===== config.mk =====
export PLATFORM = sky130hd
export DESIGN_NAME = axis_dc_filter_ctrl
export DESIGN_NICKNAME = d
export VERILOG_FILES = /design/src/rtl/axis_dc_ctrl_pkg.sv /design/src/rtl/axis_dc_ctrl_phase_gen.sv /design/src/rtl/axis_dc_filter_ctrl.sv
export SDC_FILE = /design/constraint.sdc
export NUM_CORES = 1
export LEC_CHECK = 0
export CORE_MARGIN = 2
export CORE_UTILIZATION = 40
export CTS_BUF_LIST = sky130_fd_sc_hd__clkbuf_16
export DETAILED_ROUTE_END_ITERATION = 6
export GPL_ROUTABILITY_DRIVEN = 0
export SLEW_MARGIN = 5
export SYNTH_ARGS = -nofsm -noshare
export SYNTH_HDL_FRONTEND = slang
export SYNTH_SLANG_ARGS = --single-unit

===== constraint.sdc =====
create_clock -name aclk -period 10.8 [get_ports aclk]
set_input_delay 2.16 -clock aclk [delete_from_list [all_inputs] [get_ports aclk]]
set_output_delay 2.16 -clock aclk [all_outputs]
set_load 0.1 [all_outputs]

===== src/rtl/axis_dc_ctrl_pkg.sv =====
// Shared types and constants for the AXIS DC filter sequencer.
package axis_dc_ctrl_pkg;

  typedef enum logic [2:0] {
    ST_IDLE   = 3'd0,
    ST_FAST   = 3'd1,
    ST_RAMP   = 3'd2,
    ST_TRACK  = 3'd3,
    ST_MANUAL = 3'd4
  } dc_state_t;

  // Bit 31 set tells the filter to use the dc input instead of its own estimate.
  localparam logic [31:0] MANUAL_TAU      = 32'h8000_0000;
  localparam int          WIN_LEN_DEFAULT = 4;
  localparam logic [3:0]  LOCK_RUN        = 4'd8;

endpackage


===== src/rtl/axis_dc_ctrl_phase_gen.sv =====
// Period phase counter producing the four quarter-period sc_zero windows and
// a one-cycle window-end strobe aligned with the last sc_zero cycle.
module axis_dc_ctrl_phase_gen
  import axis_dc_ctrl_pkg::*;
#(
  parameter int PERIOD_WIDTH = 24,
  parameter int WIN_LEN      = WIN_LEN_DEFAULT
) (
  input  logic                    aclk,
  input  logic                    aresetn,
  input  logic [PERIOD_WIDTH-1:0] cfg_period,
  output logic                    sc_zero,
  output logic                    win_end,
  output logic                    win_end_k0
);

  localparam logic [PERIOD_WIDTH-1:0] MIN_PERIOD = PERIOD_WIDTH'(8 * WIN_LEN);
  localparam logic [PERIOD_WIDTH-1:0] WIN_LAST   = PERIOD_WIDTH'(WIN_LEN - 1);
  localparam logic [PERIOD_WIDTH-1:0] ONE        = PERIOD_WIDTH'(1);

  logic [PERIOD_WIDTH-1:0] ph_q, ph_d;
  logic [PERIOD_WIDTH-1:0] period_q, period_d;
  logic [PERIOD_WIDTH-1:0] quarter;
  logic [PERIOD_WIDTH-1:0] base [4];
  logic                    wrap;
  logic                    sc_d, we_d, we0_d;

  // An invalid latched period keeps the counter parked at 0 and re-samples every cycle.
  assign wrap = (period_q < MIN_PERIOD) || (ph_q == period_q - ONE);

  // Outputs are computed from the next phase so the registered strobes line up with ph_q.
  always_comb begin
    period_d = period_q;
    ph_d     = ph_q + ONE;
    if (wrap) begin
      period_d = cfg_period;
      ph_d     = '0;
    end
    quarter = period_d >> 2;
    base[0] = '0;
    base[1] = quarter;
    base[2] = quarter << 1;
    base[3] = quarter + (quarter << 1);
    sc_d    = 1'b0;
    we_d    = 1'b0;
    we0_d   = 1'b0;
    if (period_d >= MIN_PERIOD) begin
      for (int k = 0; k < 4; k++) begin
        if (ph_d >= base[k] && ph_d <= base[k] + WIN_LAST) begin
          sc_d = 1'b1;
          if (ph_d == base[k] + WIN_LAST) begin
            we_d  = 1'b1;
            we0_d = (k == 0);
          end
        end
      end
    end
  end

  always_ff @(posedge aclk or negedge aresetn) begin
    if (!aresetn) begin
      ph_q       <= '0;
      period_q   <= '0;
      sc_zero    <= 1'b0;
      win_end    <= 1'b0;
      win_end_k0 <= 1'b0;
    end else begin
      ph_q       <= ph_d;
      period_q   <= period_d;
      sc_zero    <= sc_d;
      win_end    <= we_d;
      win_end_k0 <= we0_d;
    end
  end

endmodule


===== src/rtl/axis_dc_filter_ctrl.sv =====
// AXIS DC filter sequencer: acquisition FSM (fast, ramp, track, manual) whose
// outputs only change on the cycle after a window end. Optional macro:
// DC_CTRL_LOCK_DETECT_EN adds a DC-stability qualifier on locked.
module axis_dc_filter_ctrl
  import axis_dc_ctrl_pkg::*;
#(
  parameter int PERIOD_WIDTH = 24,
  parameter int FAST_WIDTH   = 16,
  parameter int WIN_LEN      = WIN_LEN_DEFAULT,
  parameter int RAMP_SHIFT_W = 5
) (
  input  logic                    aclk,
  input  logic                    aresetn,
  input  logic [PERIOD_WIDTH-1:0] cfg_period,
  input  logic                    cfg_start,
  input  logic                    cfg_manual,
  input  logic [31:0]             cfg_dc_manual,
  input  logic [31:0]             cfg_tau_fast,
  input  logic [31:0]             cfg_tau_target,
  input  logic [FAST_WIDTH-1:0]   cfg_fast_len,
  input  logic [RAMP_SHIFT_W-1:0] cfg_ramp_shift,
  input  logic [31:0]             dbg_mdc,
`ifdef DC_CTRL_LOCK_DETECT_EN
  input  logic [31:0]             cfg_lock_thr,
`endif
  output logic                    sc_zero,
  output logic [31:0]             dc_tau,
  output logic [31:0]             dc,
  output logic [2:0]              state,
  output logic                    locked,
  output logic [31:0]             win_count
);

  dc_state_t             state_q, state_d;
  logic [31:0]           tau_q, tau_d, dc_q, dc_d, win_q, win_d;
  logic [FAST_WIDTH-1:0] fast_q, fast_d;
  logic                  start_d1, start_pend_q, start_pend_d, start_req;
  logic                  win_end, we_k0;
  logic signed [31:0]    step, tau_n;

  axis_dc_ctrl_phase_gen #(
    .PERIOD_WIDTH (PERIOD_WIDTH),
    .WIN_LEN      (WIN_LEN)
  ) u_phase (
    .aclk       (aclk),
    .aresetn    (aresetn),
    .cfg_period (cfg_period),
    .sc_zero    (sc_zero),
    .win_end    (win_end),
    .win_end_k0 (we_k0)
  );

  // A start edge is remembered until the next window end consumes it.
  assign start_req = start_pend_q | (cfg_start & ~start_d1);
  assign step      = signed'(tau_q) >>> cfg_ramp_shift;
  assign tau_n     = signed'(tau_q) - step;

  always_comb begin
    state_d      = state_q;
    tau_d        = tau_q;
    dc_d         = dc_q;
    win_d        = win_q;
    fast_d       = fast_q;
    start_pend_d = start_req;
    if (win_end) begin
      start_pend_d = 1'b0;
      win_d        = win_q + 32'd1;
      if (start_req) begin
        win_d  = '0;
        fast_d = '0;
        if (cfg_manual) begin
          state_d = ST_MANUAL;
          tau_d   = MANUAL_TAU;
          dc_d    = cfg_dc_manual;
        end else begin
          state_d = (cfg_fast_len == '0) ? ST_RAMP : ST_FAST;
          tau_d   = cfg_tau_fast;
        end
      end else if (cfg_manual && state_q != ST_IDLE) begin
        state_d = ST_MANUAL;
        tau_d   = MANUAL_TAU;
        dc_d    = cfg_dc_manual;
      end else begin
        case (state_q)
          ST_FAST: begin
            tau_d  = cfg_tau_fast;
            fast_d = fast_q + FAST_WIDTH'(1);
            if (fast_q + FAST_WIDTH'(1) >= cfg_fast_len) state_d = ST_RAMP;
          end
          ST_RAMP: begin
            if (tau_n <= signed'(cfg_tau_target) || step == 32'sd0) begin
              state_d = ST_TRACK;
              tau_d   = cfg_tau_target;
            end else begin
              tau_d = unsigned'(tau_n);
            end
          end
          ST_TRACK: tau_d = cfg_tau_target;
          ST_MANUAL: begin
            // cfg_manual dropped: re-acquire from scratch
            state_d = (cfg_fast_len == '0) ? ST_RAMP : ST_FAST;
            tau_d   = cfg_tau_fast;
            fast_d  = '0;
          end
          default: ;
        endcase
      end
    end
  end

  always_ff @(posedge aclk or negedge aresetn) begin
    if (!aresetn) begin
      state_q      <= ST_IDLE;
      tau_q        <= MANUAL_TAU;
      dc_q         <= '0;
      win_q        <= '0;
      fast_q       <= '0;
      start_d1     <= 1'b0;
      start_pend_q <= 1'b0;
    end else begin
      state_q      <= state_d;
      tau_q        <= tau_d;
      dc_q         <= dc_d;
      win_q        <= win_d;
      fast_q       <= fast_d;
      start_d1     <= cfg_start;
      start_pend_q <= start_pend_d;
    end
  end

  assign dc_tau    = tau_q;
  assign dc        = dc_q;
  assign state     = state_q;
  assign win_count = win_q;

`ifdef DC_CTRL_LOCK_DETECT_EN
  logic [31:0]        mdc_prev_q;
  logic [3:0]         lock_cnt_q;
  logic signed [32:0] mdc_diff;
  logic [32:0]        mdc_abs;

  assign mdc_diff = signed'({dbg_mdc[31], dbg_mdc}) - signed'({mdc_prev_q[31], mdc_prev_q});
  assign mdc_abs  = mdc_diff[32] ? unsigned'(-mdc_diff) : unsigned'(mdc_diff);

  // Run length of consecutive quiet 0-degree windows while tracking, saturating at LOCK_RUN.
  always_ff @(posedge aclk or negedge aresetn) begin
    if (!aresetn) begin
      mdc_prev_q <= '0;
      lock_cnt_q <= '0;
    end else if (we_k0) begin
      mdc_prev_q <= dbg_mdc;
      if (state_q != ST_TRACK)                lock_cnt_q <= '0;
      else if (mdc_abs < {1'b0, cfg_lock_thr}) begin
        if (lock_cnt_q != LOCK_RUN) lock_cnt_q <= lock_cnt_q + 4'd1;
      end else                                lock_cnt_q <= '0;
    end else if (state_q != ST_TRACK) begin
      lock_cnt_q <= '0;
    end
  end

  assign locked = (state_q == ST_TRACK) && (lock_cnt_q == LOCK_RUN);
`else
  logic unused_sig;
  assign unused_sig = ^{dbg_mdc, we_k0};
  assign locked     = (state_q == ST_TRACK);
`endif

endmodule


==> impl_metrics.env <==
export IMPL_outcome="finished, violations left"
export IMPL_violations="design-rule violations"
export IMPL_finalNetCount=2949
export IMPL_routed_top_layer="met5"
export IMPL_mostFrequentLayoutCells="ha_1 (258), clkdlybuf4s50_1 (242), nor2_1 (187)"
export IMPL_ys_seq_elements=167
export IMPL_cellPowerDensity_nw_per_um2=140
export IMPL_core_region_area_um2=47800
export IMPL_rsz0062_at_grt="no"
export IMPL_grt_usage_pct=25.3
export IMPL_start_util_pct=40.7
export IMPL_fin_crit_ns=10.26
export IMPL_final_util_pct=48.5
export IMPL_top_level_ports=278
export IMPL_clock_latency_ns=0.46
export IMPL_final_setup_skew_ns=0.0143
export IMPL_synth_net_count=2732
export IMPL_cts_buffers_inserted=17
export IMPL_cts_root_buf="clkbuf_16"
export IMPL_tns_ns=0
export IMPL_finalCritPeriodShare_pct=95.0
export IMPL_r2r_end="u_phase.sc_zero"
export IMPL_antenna_cells=0
export IMPL_synth_cell_types=96
export IMPL_grt_pass1_wl_mm=101
export IMPL_holdPathStages=1
export IMPL_hp_class="flip-flop to flip-flop"
export IMPL_overflow=0
export IMPL_cts_num_sinks=167
export IMPL_tightest_slew_ns=1.09
export IMPL_synth_edff_count=0
export IMPL_hold_end="dc[22]"
export IMPL_grt_max_degree=102
export IMPL_drive_gt1_share_pct=8.55
export IMPL_crit_required_ns=11.18
export IMPL_p_leak_nw=10.5
export IMPL_synth_top_flop_cell="dfrtp_1"
export IMPL_row_count=80
export IMPL_reg2reg_slack_ns=0.97
export IMPL_avgRoutedWirePerCell_um=20.7
export IMPL_async_flop_share_pct=100
export IMPL_final_hold_violation_count=0
export IMPL_ant_nets=0
export IMPL_via_count=18900
export IMPL_synth_area_per_cell_um2=8.48
export IMPL_layout_area_overhead_vs_synth_pct=19.3
export IMPL_setup_viol=0
export IMPL_grt_pass1_vias=18400
export IMPL_path_class="input pin to flip-flop"
export IMPL_wl_met3_mm=3.90
export IMPL_reg2reg_from="u_phase.period_q[5]"
export IMPL_peakVddDrop_uv=123
export IMPL_layout_commonest_cell="ha_1"
export IMPL_reg2regPathDepth=29
export IMPL_wirelength_mm=64.9
export IMPL_drtIter0Drc=1735
export IMPL_post_cts_buffers=0
export IMPL_die_x_um=225
export IMPL_via_per_inst=6.01
export IMPL_antenna_found_initial=3
export IMPL_fmax_mhz=97.5
export IMPL_syn_inst=2295
export IMPL_hold_start="dc[22]"
export IMPL_synth_seq_area_share_pct=21.5
export IMPL_drc_errors=1
export IMPL_worst_ep_arrival_time_ns=10.64
export IMPL_cp_max_fo=17
export IMPL_worst_setup_path_start_kind="input pin"
export IMPL_wl_met2_mm=30.0
export IMPL_io_buffers=245
export IMPL_cts_buffer_depth=2
export IMPL_syn_area_um2=19500
export IMPL_maxCapViolCount=0
export IMPL_dp_hpwl_mm=51.9
export IMPL_first_pass_iters=7
export IMPL_relSlewSlack_pct=26.8
export IMPL_slew_viol_final=0
export IMPL_cts_htree_levels=4
export IMPL_cts_tree="done"
export IMPL_endpoint_kind="flip-flop"
export IMPL_yosys_warnings=0
export IMPL_post_cts_resized=0
export IMPL_die_h_um=225
export IMPL_path_clk_slew_ns=0.07
export IMPL_wl_met1_mm=28.8
export IMPL_die_area_um2=50500
export IMPL_cts_hold_buf=0
## area by class of cell
cell class / instances / area (um^2)
fillers: 4535 / 24600
multi-input cells: 1898 / 14400
flip-flops and latches: 167 / 4180
repair buffers: 301 / 2860
well taps: 615 / 769
inverters: 127 / 477
clock buffers: 17 / 425
clock inverters: 15 / 134
## per-stage QoR
step	instance area, um^2	worst slack (ns)	instances	hold WS [ns]	total power, mW
after floorplan	19500	2.15	2295	0.495	2.10
after global placement	22700	0.401	3108	0.489	2.61
after detailed placement	22700	0.284	3108	0.497	2.64
after CTS	23200	0.690	3140	0.513	3.25
after global routing	23200	0.0232	3140	0.517	3.44
final	23200	0.540	3140	0.508	3.26
## per-layer routing
layer,up-vias,global-route usage (%)
met5,-,0
met4,4,9.85
met3,109,3.70
met2,670,41.7
met1,9121,33.6
li1,8969,-
## flip-flops by register name, indices dropped and copies added (netlist names)
name / cells
state: 3
u_phase.sc_zero: 1
u_phase.win_end: 1
dc_tau: 32
start_d1: 1
dc: 32
u_phase.ph_q: 24
fast_q: 16
u_phase.period_q: 24
win_count: 32
start_pend_q: 1
## report_power, final
group          leakage, nW  total (mW)  switching [mW]  internal (mW)
logic                 8.12        1.86            1.17          0.688
clock network        0.267       0.605           0.302          0.303
registers             2.15       0.796           0.117          0.679
total                 10.5        3.26            1.59           1.67
## worst max-delay path by stage
| stage | to | slack (ns) | startpoint |
|---|---|---|---|
| floorplan | state[0] | 2.15 | cfg_ramp_shift[2] |
| global placement | dc_tau[23] | 0.40 | cfg_ramp_shift[2] |
| detailed placement | dc_tau[23] | 0.28 | cfg_ramp_shift[2] |
| CTS | dc_tau[23] | 0.69 | cfg_ramp_shift[2] |
| global route | dc_tau[23] | 0.02 | cfg_ramp_shift[1] |
| finish | dc_tau[21] | 0.54 | cfg_ramp_shift[2] |
## worst max-delay path: stages
cell and delay [ns]:
clkdlybuf4s50_1 0.95, buf_4 0.32, mux4_2 0.35, a221oi_1 0.28, nor2_1 0.08, a21oi_1 0.36
ha_1 0.32, o211ai_1 0.11, a21oi_1 0.18, o21ai_0 0.22, a211oi_1 0.56, o221ai_1 0.27
o31ai_1 0.39, a211oi_1 0.19, o21bai_1 0.25, a21oi_1 0.11, ha_1 0.32, and3_1 0.24
and4_1 0.27, o211ai_1 0.11, o31ai_1 0.15, a2111oi_0 0.73, and4b_1 0.31, nor4_1 0.07
a21oi_2 0.70, buf_4 0.34, a222oi_1 0.09, o22ai_1 0.19
## synthesized netlist by cell type (16+ instances only)
library cell,instances,area share [%]
nor4_1,20,0.64
nor2b_1,18,0.58
o211ai_1,28,1.1
nand3_1,73,1.9
and3_1,44,1.4
nor2_1,188,3.6
o21a_1,24,0.93
mux2_2,48,2.8
o21ai_0,114,2.9
and2_1,17,0.55
a21o_1,71,2.7
a222oi_1,27,1.4
xor2_1,78,3.5
xnor2_1,112,5.0
o31ai_1,16,0.62
mux4_2,32,3.7
nand2_1,155,3.0
a211oi_1,22,0.85
nand4_1,47,1.5
inv_1,124,2.4
dfrtp_1,166,21
nand2b_1,24,0.77
mux2i_1,39,2.0
nor3_1,52,1.3
buf_2,21,0.54
a21oi_1,134,3.4
or3_1,16,0.51
a31oi_1,21,0.67
o22ai_1,36,1.2
ha_1,258,17
clkbuf_1,72,1.4
## logic make-up (layout without fill, tap and decap cells)
group           count (synthesis)  after routing  synth area share [%]
compound gates                589            589                  20.4
flops                         167            167                  21.5
fa+ha+maj                     260            260                  16.8
simple gates                  740            740                  19.6
xor+xnor                      190            190                  8.55
buf+inv                       230            460                  4.76
mux                           119            119                  8.48
Power figures use the tool's default switching activity.
==> variant: new RTL, config.mk and constraints unchanged <==
Put one more register stage on the output `win_count`, without a reset. The value now appears one clock later. The other outputs are not delayed to match.
--- a/src/rtl/axis_dc_filter_ctrl.sv
+++ b/src/rtl/axis_dc_filter_ctrl.sv
@@ -131,7 +131,9 @@
   assign dc_tau    = tau_q;
   assign dc        = dc_q;
   assign state     = state_q;
-  assign win_count = win_q;
+  always_ff @(posedge aclk) begin
+    win_count <= win_q;
+  end
 
 `ifdef DC_CTRL_LOCK_DETECT_EN
   logic [31:0]        mdc_prev_q;
Formal check against the unedited RTL: not equivalent (a bounded check fails within 10 cycles, from zero or initial values and one cycle with aresetn low).
==> variant against the original RTL <==
Power grew 8.6%; clock power rose by 17%; sequential cell count rose by 32; non-clock buffer count decreased by 6; largest power group unchanged; area after synthesis increased by 4.8%; design area is 4.6% higher; highest routed layer is now met4; clock skew rose by 0.0078 ns; via count up 3.6%; routed wire length is 6.4% higher; worst setup slack improved by 0.47 ns.
==> variant: results (changes against the original RTL) <==
met2 GRT Util 0.442 (+0.0253); Max-Slew Margin vs Limit 0.195 (-0.0729); CP max FO 12 (-5); Starting DRT DRC Count 1829 (+5.4%); VDD IR max 107 uV (-13%); Vias per Instance 5.99 (-0.37%); top cells by count, synth ha_1 (258), nand2_1 (174), nor2_1 (171), dfrtp_1 (166), o21ai_0 (135); fraction of area in multi-input gates 0.606 (-0.0131); Sw Ratio 0.480 (-0.00833); Ant. Diodes 4 (+4); Clock Power 0.000705 W (+17%); vias in the first global route 19100 (+4.2%); multiplexer share of the synthesized area 0.0933 (+0.00848); Post-Place Worst Slack 0.838 ns (+0.554 ns); post-synthesis compound-gate area fraction 0.194 (-0.00962); WP data arrival 10.11 ns (-0.53 ns); fillers 4831 (+6.5%); fin nets 3013 (+2.2%); met3 Track Usage GR 0.0290 (-0.00795); pin count of the biggest net entering global routing 98 (-3.9%); met2 WL 33.6 mm (+12%); Comb pwr share 0.537 (-0.033); post-synthesis cell type count 88 (-8.3%); DRT Wirelength 69.0 mm (+6.4%); placed cells 3229 (+3.9%); status finished, final reports clean; #FFs+latches synth 199 (+19%); DP HPWL 54.1 mm (+4.1%); sequential element share of the synthesized area 0.236 (+0.0215); adder-cell share of the synthesized area 0.160 (-0.00773); xor and xnor area share after synthesis 0.0845 (-0.000931); Setup Skew 0.0221 ns (+0.00783 ns); met1 Resource Use GR 0.327 (-0.00914); leakage 11.1 nW (+5.0%); Comb group 0.00190 W (+2%); Critical path origin u_phase.period_q[12]$_DFF_PN0_; DR WL met3 4.08 mm (+4.5%); final core occ 0.483 (-0.00236); clk_lat worst skew 0.49 ns (+0.03 ns); Non-clock buffer share 0.116 (-0.00713); Critical Path Max Stage Delay 0.76 ns (-0.19 ns); top cells by area, synth dfrtp_1 (20%), ha_1 (16%), xnor2_1 (4.7%); HP Start win_q[31]$_DFFE_PN0P_; Overall Global Routing Usage 0.256 (+0.00292); Inverters 120 (-5.5%); CP max stage cell or4_1; Syn Nets 2804 (+2.6%); M1 wire length 28.9 mm (+0.34%); Avg Inst Size Synth 8.62 um2 (+1.6%); async set or reset register ratio after synthesis 0.839 (-0.161); via count 19600 (+3.6%); register area 0.00482 mm2 (+15%); clk cell area share 0.0259 (+0.00178); initial antenna violation count 4 (+1); DRT Pass-1 Iters 5 (-2); layout buffer count excluding clock buffers 295 (-2.0%)
## variant: path summary, 6_finish.rpt
path                            cells after the start                            end  slack (ns)
worst max-delay path                               28      u_phase.sc_zero$_DFF_PN0_        1.01
worst min-delay path                                0          win_count[31]$_DFF_P_        0.39
worst max register to register                     28      u_phase.sc_zero$_DFF_PN0_        1.01
worst min register to register                      0          win_count[31]$_DFF_P_        0.39
max in group asynchronous                           2          win_q[17]$_DFFE_PN0P_        7.53
min in group asynchronous                           1  u_phase.period_q[2]$_DFF_PN0_        1.72
## variant: critical path: cells and delay by family, from the launching register on
family | cells | cell delay, ns
and+or+nand+nor | 11 | 4.79
AOI/OAI and AO/OA | 8 | 1.98
adders and majority gates | 3 | 1.13
buffers and inverters | 3 | 0.61
DFF | 1 | 0.50
muxes | 1 | 0.38
xor gates and xnor gates | 2 | 0.23
## variant: kinds of logic after synthesis
kind of cell / count (synthesis)
simple gates: 766
compound gates: 587
fa+ha+maj: 260
buf+inv: 225
flops: 199
xor+xnor: 197
mux: 133
